## src/rtl/grf_sb.sv

```systemverilog
// Register file with write-back bypass and per-register pending-write counters for RAW hazard detection.
// Reads are combinational with zero latency; issue is refused while a destination counter is saturated.
module grf_sb #(
  parameter int DATA_W = 32,
  parameter int ADDR_W = 5,
  parameter int NRD    = 2,
  parameter int CNT_W  = 2
) (
  input  logic                  clk,
  input  logic                  reset,
  input  logic [NRD*ADDR_W-1:0] rd_addr,
  output logic [NRD*DATA_W-1:0] rd_data,
  output logic [NRD-1:0]        rd_busy,
  input  logic                  wr_en,
  input  logic [ADDR_W-1:0]     wr_addr,
  input  logic [DATA_W-1:0]     wr_data,
  input  logic                  iss_valid,
  input  logic [ADDR_W-1:0]     iss_addr,
  output logic                  iss_ready,
  output logic                  pend_any
);

  localparam int DEPTH = 2**ADDR_W;
  localparam logic [CNT_W-1:0] CNT_MAX = {CNT_W{1'b1}};

  logic [DATA_W-1:0] regs [DEPTH];
  logic [CNT_W-1:0]  cnt  [DEPTH];

  logic wr_live;
  logic iss_fire;

  assign wr_live  = wr_en && (wr_addr != '0);
  assign iss_fire = iss_valid && iss_ready;

  // A saturated producer count still admits a new issue when a write-back drains it this cycle.
  assign iss_ready = !reset && ((iss_addr == '0) || (cnt[iss_addr] != CNT_MAX) ||
                                (wr_en && (wr_addr == iss_addr)));

  always_ff @(posedge clk or posedge reset) begin
    if (reset) begin
      for (int a = 0; a < DEPTH; a++) begin
        regs[a] <= '0;
        cnt[a]  <= '0;
      end
    end else begin
      if (wr_live) regs[wr_addr] <= wr_data;
      for (int a = 1; a < DEPTH; a++) begin
        logic inc;
        logic dec;
        inc = iss_fire && (iss_addr == ADDR_W'(a));
        dec = wr_en && (wr_addr == ADDR_W'(a)) && (cnt[a] != '0);
        if (inc && !dec)      cnt[a] <= cnt[a] + CNT_W'(1);
        else if (dec && !inc) cnt[a] <= cnt[a] - CNT_W'(1);
      end
    end
  end

  always_comb begin
    rd_data = '0;
    rd_busy = '0;
    for (int k = 0; k < NRD; k++) begin
      logic [ADDR_W-1:0] ra;
      logic              hit;
      ra  = rd_addr[k*ADDR_W +: ADDR_W];
      hit = wr_en && (wr_addr == ra);
      if (!reset && (ra != '0)) begin
        rd_data[k*DATA_W +: DATA_W] = hit ? wr_data : regs[ra];
        // The last outstanding producer being bypassed clears the hazard this same cycle.
        rd_busy[k] = (cnt[ra] != '0) && !(hit && (cnt[ra] == CNT_W'(1)));
      end
    end
  end

  always_comb begin
    pend_any = 1'b0;
    for (int a = 1; a < DEPTH; a++) begin
      if (cnt[a] != '0) pend_any = 1'b1;
    end
  end

endmodule

```

## config.mk

```make
export PLATFORM = sky130hd
export DESIGN_NAME = grf_sb
export DESIGN_NICKNAME = d
export VERILOG_FILES = /design/src/rtl/grf_sb.sv
export SDC_FILE = /design/constraint.sdc
export NUM_CORES = 2
export LEC_CHECK = 0
export BUFFER_PORTS_ARGS = -buffer_cell sky130_fd_sc_hd__buf_2
export CORE_AREA = 2 2 452 454
export DETAILED_ROUTE_END_ITERATION = 12
export DIE_AREA = 0 0 454 456
export MAX_ROUTING_LAYER = met4
export PLACE_DENSITY_LB_ADDON = 0.1
export REMOVE_ABC_BUFFERS = 1
export SYNTH_ARGS = -nofsm -noshare
export SYNTH_HDL_FRONTEND = slang
export SYNTH_SLANG_ARGS = --single-unit
```

## constraint.sdc

```tcl
create_clock -name clk -period 37.6 [get_ports clk]
set_input_delay 5.64 -clock clk [delete_from_list [all_inputs] [get_ports clk]]
set_output_delay 5.64 -clock clk [all_outputs]
set_load 0.1 [all_outputs]
```

==> metrics.txt <==
GRT Overall Usage=roughly 22%; CTS tree=built; clk buf depth=3; VDD IR max=between 50 and 60 uV; number of global-route vias before repair=39570; clk_skew=0.01014 ns; Final setup viols=0; RSZ-0062 raised after global routing=no; async set or reset register ratio after synthesis=100.0%; Max Cap Viol=0; Resize count post-CTS=0; per-cell routed wire length=about 33 um; grt total ovfl=0; Netlist cell types=58; vias=37920; CP endpoint kind=output pin; synth-to-layout area growth=12.32%; commonest non-fill, non-tap cell in the layout=dfrtp_1; H-tree levels=4; fmax=61.70 MHz; initial antenna violation count=9; number of remaining DRC errors=0; filler cell count in the final layout=19550; outcome=complete, no violations; Cell Area, Synth=0.06038 mm2; Leakage=~29 nW; Clock Latency Late Sink=0.79 ns; Final Critical Period=roughly 16 ns; antenna viol nets, final=0; Fin. Hold Viols=0; final net count=4120; router iterations before antenna repair=6; FF+latch count, synth=1086; DRT Wirelength=224.7 mm; Post CTS Setup Buffer Count=0; gp weighted congestion=about 0.76; CTS clk-pin slew, worst paths=0.06 ns; most frequent cells in the layout=dfrtp_1, mux2_2, mux4_2; Post-DP HPWL=122.6 mm; first-pass GRT wire length=320.0 mm; Final Max Slew Viols=0; Avg Inst Size Synth=14.52 um2; max incr delay on CP=0.79 ns; # hold bufs at CTS=0; maximum number of pins on one net before global-route repair=150; EDFF count, synth=0; die area=roughly 0.21 mm2; Crit-path slowest cell=buf_4; Worst Tran Pin Value=roughly 1.4 ns; vias per cell=5.569; row count=165; number of synthesis warnings=2; Worst Path Max Fanout=41; Tcrit/Tclk final=43.10%; Post-DP Area=0.06328 mm2; I/O pins=124; post-route cell area=about 0.068 mm2; Slew headroom=5.208%; post-synthesis cell count=4159; pwr/cell area=approximately 56 mW/mm2; Pwr Total=3.811 mW; share of layout cells above drive strength 1=roughly half; core area=0.2017 mm2; worst setup path class=in -> out; Die Span Y=456 um; # port buffers=roughly 120; Worst Path Required=31.96 ns; post-synthesis sequential area ratio=45.01%; worst path cell trace=buf_8 > buf_4 > buf_4 > buf_4 > buf_4 > mux4_2 > mux2_2 > o22ai_1 > nor3_1 > a22o_1 > buf_2; Root Buffer=clkbuf_16; crit start category=input port; cell mode on critical path=buf_4; Sink Count=1086; CTS buffer count=approximately 140; Iter 0 DRT Violations=2572; Hold Crit Class=reg -> reg; ys flop type=dfrtp_1; Worst EP arrival=around 11 ns; Initial Utilization=29.93%; die width=around 450 um
==> metrics by stage <==
stage          setup WS, ns  setup TNS (ns)  cells  hold slack [ns]  utilization (%)
3_3_place_gp          21.13               0   6566           0.3769            31.37
4_1_cts               21.12               0   6808           0.3953            33.62
3_5_place_dp          21.12               0   6566           0.3833            31.37
2_1_floorplan        -2.137          -6.909   3676           0.3653                -
6_report              21.39               0   6810           0.3915            33.62
5_1_grt               20.93               0   6809           0.4089            33.62
==> synth_stat cells, types with 8 or more instances <==
cell type  count  area [um2]
buf_4         15       112.6
a22o_1        25       219.0
buf_2        206        1031
nor3_1        54       270.3
o21ai_0       21       105.1
nand4_1       41       256.5
and2_1        29       181.4
a21oi_1        8       40.04
o22ai_1       37       231.5
a211oi_1      29       217.7
a22oi_1       64       480.5
o211ai_1      20       150.1
nor2b_1       13       81.33
mux4_2       539       12140
ha_1          31       387.9
nand3_1       50       250.2
buf_1         16       60.06
nor2_1        51       191.4
nor4_1        18       112.6
xnor2_1       38       332.8
nand2_1      165       619.3
clkbuf_1     231       867.1
nor3b_1       12       90.09
xor2_1        70       613.1
mux2_2      1071       12060
dfrtp_1     1086       27180
mux2i_1      147        1471
buf_6         13       146.4
==> registers in the layout, summed over array words and instances (netlist names) <==
name	flops
regs	1024
cnt	62
==> path summary, 6_finish.rpt <==
check                                          to                   start  slack [ns]  cells past startpoint
min in group asynchronous     cnt[10]$_DFFE_PP0P_                   reset        5.11                      2
min                        regs[1004]$_DFFE_PP0P_  regs[1004]$_DFFE_PP0P_        0.39                      0
max                                   rd_data[52]              rd_addr[5]       21.39                     11
max reg2reg                   cnt[55]$_DFFE_PP0P_     cnt[52]$_DFFE_PP0P_       34.51                      9
min reg2reg                regs[1004]$_DFFE_PP0P_  regs[1004]$_DFFE_PP0P_        0.39                      0
max in group asynchronous   regs[178]$_DFFE_PP0P_                   reset       28.60                      6
==> layout make-up <==
cell class | instances | area (um2) | share of cell area (%)
diodes | 2 | 5.005 | 0.007380
clock buffers | 206 | 4115 | 6.068
clock inverters | 36 | 416.7 | 0.6144
inverters | 5 | 33.78 | 0.04982
multi-input cells | 2585 | 31280 | 46.13
flip-flops and latches | 1086 | 27180 | 40.07
well taps | 2672 | 3343 | 4.930
repair buffers | 218 | 1444 | 2.129
==> critical path: cells and delay by family <==
kind | cells | cell delay, ns
and+or+nand+nor | 1 | 0.08
AOI/OAI and AO/OA | 2 | 0.49
muxes | 2 | 0.87
buffers and inverters | 6 | 3.37
==> routing by layer <==
metal	global-route usage, %	part of all wire (%)	vias to the layer above
met5	-	0	-
met4	5.244	2.3	0
met3	3.206	3.8	297
met2	34.75	47	823
met1	30.88	47	21100
li1	-	-	15710
==> cells by family after synthesis <==
family | synth area share (%)
muxes | 42.52
and+or+nand+nor | 3.660
xor gates and xnor gates | 1.567
adders and majority gates | 0.6424
buffers and inverters | 3.720
DFF | 45.01
AOI/OAI and AO/OA | 2.881
==> where the power goes <==
part           internal, mW  switching (mW)  total [mW]
clock                 0.803           0.547        1.35
combinational         0.461           0.365       0.826
sequential             1.41           0.227        1.64
Note: power is estimated with default switching activity, not from simulation.
